===== src/rtl/mouse_pkg.sv =====
// Shared constants and types for the PS/2 mouse position tracker.
package mouse_pkg;

   localparam int XSGN    = 4;
   localparam int YSGN    = 5;
   localparam int XOVF    = 6;
   localparam int YOVF    = 7;
   localparam int BTN_LSB = 0;
   localparam int BTN_W   = 3;

   localparam int DEFAULT_LIMIT_X = 640;
   localparam int DEFAULT_LIMIT_Y = 480;
   localparam int MIN_LIMIT       = 2;

   // A flagged overflow means the device lost the true count; assume the extreme.
   localparam logic signed [8:0] OVF_POS = 9'h0FF;
   localparam logic signed [8:0] OVF_NEG = 9'h100;

   typedef logic [1:0] shift_t;

endpackage


===== src/rtl/mouse_axis_update.sv =====
// One movement axis: delta decode/scale in stage 1, position add with clamp/wrap in stage 2.
module mouse_axis_update
   import mouse_pkg::*;
#(
   parameter int POS_W     = 10,
   parameter int DEF_LIMIT = 640
) (
   input  logic             CLK,
   input  logic             RESET,
   input  logic             flush,
   input  logic             fire,
   input  logic [POS_W-1:0] limit,
   input  logic [POS_W-1:0] loadLimit,
   input  logic             wrap,
   input  shift_t           shift,
   input  logic             invert,
   input  logic             ovf,
   input  logic             sgn,
   input  logic [7:0]       rawDelta,
   output logic [POS_W-1:0] pos
);

   localparam int SUM_W = POS_W + 4;

   logic signed [8:0]       delta9;
   logic signed [SUM_W-1:0] deltaExt;
   logic signed [SUM_W-1:0] deltaScaled;
   logic signed [SUM_W-1:0] delta_p1;
   logic signed [SUM_W-1:0] sum;

   // Wrap applies a single correction; anything still outside the range is clamped.
   function automatic logic [POS_W-1:0] fitRange(input logic signed [SUM_W-1:0] s,
                                                 input logic [POS_W-1:0]       lim,
                                                 input logic                   wrapMode);
      logic signed [SUM_W-1:0] limS;
      logic signed [SUM_W-1:0] v;
      limS = signed'({4'b0000, lim});
      v    = s;
      if (wrapMode) begin
         if (v[SUM_W-1])
            v = v + limS;
         else if (v >= limS)
            v = v - limS;
      end
      if (v[SUM_W-1])
         v = '0;
      else if (v > limS - SUM_W'(1))
         v = limS - SUM_W'(1);
      return v[POS_W-1:0];
   endfunction

   always_comb begin
      delta9 = signed'({sgn, rawDelta});
      if (ovf)
         delta9 = sgn ? OVF_NEG : OVF_POS;
      deltaExt    = SUM_W'(delta9);
      deltaScaled = deltaExt <<< shift;
      if (invert)
         deltaScaled = -deltaScaled;
   end

   // Stage 1 -> 2 boundary
   always_ff @(posedge CLK) begin
      delta_p1 <= deltaScaled;
   end

   assign sum = signed'({4'b0000, pos}) + delta_p1;

   // Stage 2 -> output boundary
   always_ff @(posedge CLK or negedge RESET) begin
      if (!RESET)
         pos <= POS_W'(DEF_LIMIT / 2);
      else if (flush)
         pos <= loadLimit >> 1;
      else if (fire)
         pos <= fitRange(sum, limit, wrap);
   end

endmodule


===== src/rtl/mouse_position_tracker.sv =====
// Turns raw PS/2 packets into clamped/wrapped cursor coordinates, wheel count,
// button edges and a valid/ready update handshake with overrun detection.
module mouse_position_tracker
   import mouse_pkg::*;
#(
   parameter int POS_W       = 10,
   parameter int DEF_LIMIT_X = DEFAULT_LIMIT_X,
   parameter int DEF_LIMIT_Y = DEFAULT_LIMIT_Y,
   parameter int WHEEL_EN    = 0,
   parameter int Z_W         = 8
) (
   input  logic                    CLK,
   input  logic                    RESET,
   input  logic                    PKT_VALID,
   input  logic [7:0]              PKT_STATUS,
   input  logic [7:0]              PKT_DX,
   input  logic [7:0]              PKT_DY,
   input  logic [7:0]              PKT_DZ,
   input  logic                    CFG_LOAD,
   input  logic [POS_W-1:0]        CFG_LIMIT_X,
   input  logic [POS_W-1:0]        CFG_LIMIT_Y,
   input  logic                    CFG_WRAP,
   input  logic [1:0]              CFG_SHIFT,
   input  logic                    CFG_INVERT_Y,
   input  logic                    OVERRUN_CLR,
   output logic [POS_W-1:0]        MOUSE_X,
   output logic [POS_W-1:0]        MOUSE_Y,
   output logic signed [Z_W-1:0]   MOUSE_Z,
   output logic [BTN_W-1:0]        BUTTONS,
   output logic [BTN_W-1:0]        BTN_PRESS,
   output logic [BTN_W-1:0]        BTN_RELEASE,
   output logic                    UPD_VALID,
   input  logic                    UPD_READY,
   output logic                    OVERRUN
);

   localparam int ZS_W = Z_W + 1;

   logic [POS_W-1:0]    limitX;
   logic [POS_W-1:0]    limitY;
   logic [POS_W-1:0]    loadLimitX;
   logic [POS_W-1:0]    loadLimitY;
   logic                wrapMode;
   shift_t              shiftAmt;
   logic                invertY;
   logic                vld_p1;
   logic                fire;
   logic [BTN_W-1:0]    btn_p1;
   logic signed [3:0]   dz_p1;
   logic                unusedBits;

   function automatic logic [POS_W-1:0] floorLimit(input logic [POS_W-1:0] lim);
      return (lim < POS_W'(MIN_LIMIT)) ? POS_W'(MIN_LIMIT) : lim;
   endfunction

   function automatic logic signed [Z_W-1:0] satAddZ(input logic signed [Z_W-1:0] z,
                                                     input logic signed [3:0]     dz);
      logic signed [ZS_W-1:0] s;
      s = ZS_W'(z) + ZS_W'(dz);
      if (s[ZS_W-1] != s[Z_W-1])
         return s[ZS_W-1] ? {1'b1, {(Z_W-1){1'b0}}} : {1'b0, {(Z_W-1){1'b1}}};
      return s[Z_W-1:0];
   endfunction

   assign loadLimitX = floorLimit(CFG_LIMIT_X);
   assign loadLimitY = floorLimit(CFG_LIMIT_Y);
   assign unusedBits = ^{PKT_DZ[7:4], PKT_STATUS[3]};

   // A config load in the same cycle kills whatever packet would otherwise advance.
   assign fire = vld_p1 & ~CFG_LOAD;

   always_ff @(posedge CLK or negedge RESET) begin
      if (!RESET) begin
         limitX   <= POS_W'(DEF_LIMIT_X);
         limitY   <= POS_W'(DEF_LIMIT_Y);
         wrapMode <= 1'b0;
         shiftAmt <= '0;
         invertY  <= 1'b0;
      end else if (CFG_LOAD) begin
         limitX   <= loadLimitX;
         limitY   <= loadLimitY;
         wrapMode <= CFG_WRAP;
         shiftAmt <= CFG_SHIFT;
         invertY  <= CFG_INVERT_Y;
      end
   end

   // Stage 0 -> 1 boundary
   always_ff @(posedge CLK) begin
      btn_p1 <= PKT_STATUS[BTN_LSB +: BTN_W];
      dz_p1  <= signed'(PKT_DZ[3:0]);
   end

   always_ff @(posedge CLK or negedge RESET) begin
      if (!RESET)
         vld_p1 <= 1'b0;
      else
         vld_p1 <= PKT_VALID & ~CFG_LOAD;
   end

   mouse_axis_update #(.POS_W(POS_W), .DEF_LIMIT(DEF_LIMIT_X)) axisX (
      .CLK       (CLK),
      .RESET     (RESET),
      .flush     (CFG_LOAD),
      .fire      (fire),
      .limit     (limitX),
      .loadLimit (loadLimitX),
      .wrap      (wrapMode),
      .shift     (shiftAmt),
      .invert    (1'b0),
      .ovf       (PKT_STATUS[XOVF]),
      .sgn       (PKT_STATUS[XSGN]),
      .rawDelta  (PKT_DX),
      .pos       (MOUSE_X)
   );

   mouse_axis_update #(.POS_W(POS_W), .DEF_LIMIT(DEF_LIMIT_Y)) axisY (
      .CLK       (CLK),
      .RESET     (RESET),
      .flush     (CFG_LOAD),
      .fire      (fire),
      .limit     (limitY),
      .loadLimit (loadLimitY),
      .wrap      (wrapMode),
      .shift     (shiftAmt),
      .invert    (invertY),
      .ovf       (PKT_STATUS[YOVF]),
      .sgn       (PKT_STATUS[YSGN]),
      .rawDelta  (PKT_DY),
      .pos       (MOUSE_Y)
   );

   // Stage 1 -> 2 boundary
   always_ff @(posedge CLK or negedge RESET) begin
      if (!RESET) begin
         MOUSE_Z     <= '0;
         BUTTONS     <= '0;
         BTN_PRESS   <= '0;
         BTN_RELEASE <= '0;
         UPD_VALID   <= 1'b0;
         OVERRUN     <= 1'b0;
      end else begin
         if (CFG_LOAD)
            MOUSE_Z <= '0;
         else if (fire && WHEEL_EN != 0)
            MOUSE_Z <= satAddZ(MOUSE_Z, dz_p1);
         if (fire)
            BUTTONS <= btn_p1;
         BTN_PRESS   <= fire ? (btn_p1 & ~BUTTONS) : '0;
         BTN_RELEASE <= fire ? (~btn_p1 & BUTTONS) : '0;
         UPD_VALID   <= fire | (UPD_VALID & ~UPD_READY);
         OVERRUN     <= (fire & UPD_VALID & ~UPD_READY) | (OVERRUN & ~OVERRUN_CLR);
      end
   end

endmodule


===== config.mk =====
export PLATFORM = sky130hd
export DESIGN_NAME = mouse_position_tracker
export DESIGN_NICKNAME = d
export VERILOG_FILES = /design/src/rtl/mouse_pkg.sv /design/src/rtl/mouse_axis_update.sv /design/src/rtl/mouse_position_tracker.sv
export SDC_FILE = /design/constraint.sdc
export NUM_CORES = 1
export LEC_CHECK = 0
export ABC_CLOCK_PERIOD_IN_PS = 6000
export CORE_ASPECT_RATIO = 1.75
export CORE_MARGIN = 2
export CORE_UTILIZATION = 35
export DETAILED_ROUTE_END_ITERATION = 10
export PLACE_DENSITY = 0.55
export RECOVER_POWER = 100
export SYNTH_ARGS = -nofsm -noshare
export SYNTH_HDL_FRONTEND = slang
export SYNTH_SLANG_ARGS = --single-unit

===== constraint.sdc =====
create_clock -name CLK -period 6 [get_ports CLK]
set_input_delay 1.5 -clock CLK [delete_from_list [all_inputs] [get_ports CLK]]
set_output_delay 1.5 -clock CLK [all_outputs]
set_load 0.05 [all_outputs]

==> flow_summary_export.csv <==
group,metric,value,unit
synthesis,yosys_warnings,0,
timing,hold_slack,0.435,ns
min_path,holdCritPathClass,"flip-flop to flip-flop",
cells_and_area,n_antenna_cell,0,
setup_path,arrival,6.10,ns
routing,wl_per_cell,19.6,um
synthesis,avgSynthCellArea,8.20,um2
global_route,first_global_vias,8756,
synthesis,synth_top_family_by_area,"compound AO/OA/AOI/OAI gates",
min_path,hold_path_depth,1,
timing,fmax,171,MHz
synthesis,syn_inst,1020,
synthesis,yosys.area_share.adder,0.150,
global_route,grt_pass1_wl,46400,um
min_path,hold_end,"BTN_RELEASE[0]",
synthesis,synth-edff-count,0,
clock_tree,cts_root_buf,"clkbuf_16",
setup_path,rr_startpoint,"axisY.pos[0]",
setup_path,path_class,"flip-flop to flip-flop",
place,gp_congestion,0.926,
run,maxCapViolations,1,
routing,vias,8504,
synthesis,synth_top_cells_by_area,"ha_1 14%, dfrtp_1 13%, dfxtp_1 6.9%, xnor2_1 5.3%, o21ai_0 4.5%",
global_route,grt_usage,0.242,
synthesis,async_flop_share,0.659,
global_route,antenna_found_initial,0,
floorplanning,io_pins,101,
timing,period_minus_slack,5.86,ns
place,placed_area,10600,um2
routing,ant_nets,0,
setup_path,crit_slowest_cell,"a221o_1",
synthesis,yosysTopAreaCellShare,0.136,
synthesis,synth_ff_type,"dfrtp_1",
floorplanning,start_util,0.357,
place,dp_hpwl,24800,um
routing,drc,0,
run_status,failed_checks,"capacitance limit, slew limit",
setup_path,max_stage_delay,0.43,ns
setup_path,rr_worst_depth,29,
setup_path,rrSetupSlack,0.14,ns
clock_tree,cts_tree,"done",
cells_and_area,nFillCells,2312,
setup_path,end_kind,"flip-flop",
place,port_buffers,83,
cells_and_area,finalNetCount,1409,
synthesis,synthDistinctLibCells,88,
clock_tree,cts_num_sinks,85,
floorplanning,fp.dieW,121,um
clock_tree,clk_path_buf_depth,2,
synthesis,synth-simple-area-share,0.176,
synthesis,yosys.area_share.xor_xnor,0.0700,
pwr,p_leak,0.00512,uW
routing,via_per_inst,5.45,
timing,drv_slew,57,
setup_path,cp-start-kind,"flip-flop",
timing,fin_skew,0.00788,ns
floorplanning,core-area,23400,um2
cells_and_area,fin_area,11400,um2
timing,finalSetupTns,0,ns
timing,relSlewSlack,-1.41,
timing,hold_viol_final,0,
synthesis,seq_area_frac_synth,0.239,
clock_tree,hold_buffers,0,
timing,worstMarginPinSlew,3.61,ns
clock_tree,cts_buffers,9,
clock_tree,clock_latency,0.36,ns
floorplanning,chipHeight,209,um
global_route,overflow,0,
pwr,vdd_drop_max,0.167,mV
synthesis,synth_compound_area_frac,0.261,
run_status,outcome,"finished, violations left",
pwr,power.density,453,nW/um2
cells_and_area,drive_above_1_share,0.245,
setup_path,crit_fanout,10,
floorplanning,dieArea,25200,um2
timing,setup_viol,0,
clock_tree,htree_levels,3,
floorplanning,std_cell_rows,74,
clock_tree,cts.clk_slew.worst_paths,0.07,ns
setup_path,r2r_end,"axisY.pos[3]",
synthesis,ys_ff_latch,85,
setup_path,required,6.24,ns
timing,period_share,0.977,
routing,drt_wl_total,30500,um
routing,dr.first_iter.drc_count,406,
min_path,worstHoldStart,"btn_p1[0]",
synthesis,yosysTopAreaCell,"ha_1",
cells_and_area,syn_to_final_growth,36.1,%
synthesis,synthMuxAreaShare,0.0444,
routing,first_pass_iters,4,
synthesis,syn_area,8360,um2
global_route,grt_max_degree,57,
==> flip-flops by register name (all words and copies together), names as in the netlist, 3 cells and up <==
register	count
limitX	10
btn_p1	3
axisX.pos	10
BTN_PRESS	3
axisX.delta_p1	12
limitY	10
axisY.delta_p1	14
BUTTONS	3
axisY.pos	10
BTN_RELEASE	3
==> kinds of logic (layout without fill, tap and decap cells) <==
logic type	Yosys count	count (layout)
other	1	8
DFF	85	85
adders and majority gates	97	97
AOI/OAI and AO/OA	314	314
muxes	35	35
xor gates and xnor gates	66	66
buffers and inverters	120	348
and+or+nand+nor	302	302
==> worst max-delay path by stage <==
stage                         endpoint          from
after global placement    axisY.pos[0]  axisY.pos[1]
after global routing      axisX.pos[6]  axisX.pos[0]
after floorplan           axisY.pos[9]  axisY.pos[2]
after CTS                 axisX.pos[0]  axisX.pos[6]
after detailed placement  axisY.pos[9]  axisY.pos[1]
final                     axisY.pos[3]  axisY.pos[0]
==> cell type report <==
class | instances | area, um2 | area share
inverter | 83 | 312 | 0.0274
clock inverter | 5 | 43.8 | 0.00385
clock buffer | 11 | 243 | 0.0213
tap | 304 | 380 | 0.0334
sequential | 85 | 2000 | 0.176
multi-input combinational | 822 | 6310 | 0.554
timing repair buffer | 249 | 2090 | 0.184
==> cell usage after synthesis (7+ instances only) <==
cell,number
xnor2_1,51
o221ai_1,10
o21ai_0,75
nand2_1,98
mux2_2,17
nor3b_1,12
dfstp_2,12
a221oi_1,8
nand4_1,14
a21boi_0,8
nand2b_1,20
clkbuf_1,22
inv_1,82
o31ai_1,9
nor2b_1,8
o21ai_1,7
and2_1,8
nand3_1,21
o21a_1,12
nor3_1,17
o211ai_1,14
nor4_1,7
a21o_1,22
a21oi_1,64
buf_4,9
mux2i_1,18
a211oi_1,8
dfxtp_1,29
dfrtp_1,44
o21bai_1,7
xor2_1,14
ha_1,91
nor2_1,72
==> cell usage in the layout, fill, tap and decap left out, types with 14 or more instances in the layout <==
cell type,instances
dfxtp_1,28
nand2_1,95
dlygate4sd3_1,39
nor3_1,17
buf_4,162
a21o_1,22
nand4_1,14
dfrtp_1,40
xnor2_1,45
mux2_2,17
o211ai_1,14
clkdlybuf4s50_1,42
nor2_1,67
nand3_1,20
ha_1,82
a21oi_1,54
inv_1,82
nand2b_1,17
mux2i_1,18
o21ai_0,66
==> critical path, delay by kind of cell, from the launching register on <==
family | cells | cell delay [ns]
compound gates | 14 | 2.79
fa+ha+maj | 4 | 1.17
buf+inv | 6 | 0.71
simple gates | 4 | 0.50
flops | 1 | 0.40
xor+xnor | 1 | 0.15
==> report_power, final <==
group	leakage, uW	internal (uW)	switching, uW
clock	0.000141	299	270
combinational	0.00406	1800	2050
sequential	0.000917	649	83.7
total	0.00512	2750	2410
==> metal layers <==
layer  GRT usage  wire length [um]
met5           0                 0
met4       0.155              2160
met3      0.0282               721
met2       0.490             17500
met1       0.216             10100
==> stage by stage <==
step | std cells | total power [uW] | util | setup WS [ns]
after floorplan | 1027 | 2820 | - | 0.00645
after global placement | 1528 | 4200 | 0.451 | -0.204
after detailed placement | 1528 | 4220 | 0.451 | -0.329
after CTS | 1545 | 4870 | 0.468 | 0.00659
after global routing | 1559 | 5520 | 0.486 | -0.0666
final | 1559 | 5160 | 0.486 | 0.138
==> timing repair <==
| item | in CTS | in global routing |
|---|---|---|
| setup endpoints to repair | 19 | 20 |
| buffers inserted | 1 | 14 |
| gates resized for setup | 21 | 63 |
| pin swaps | 5 | 36 |
Power figures use the tool's default switching activity.
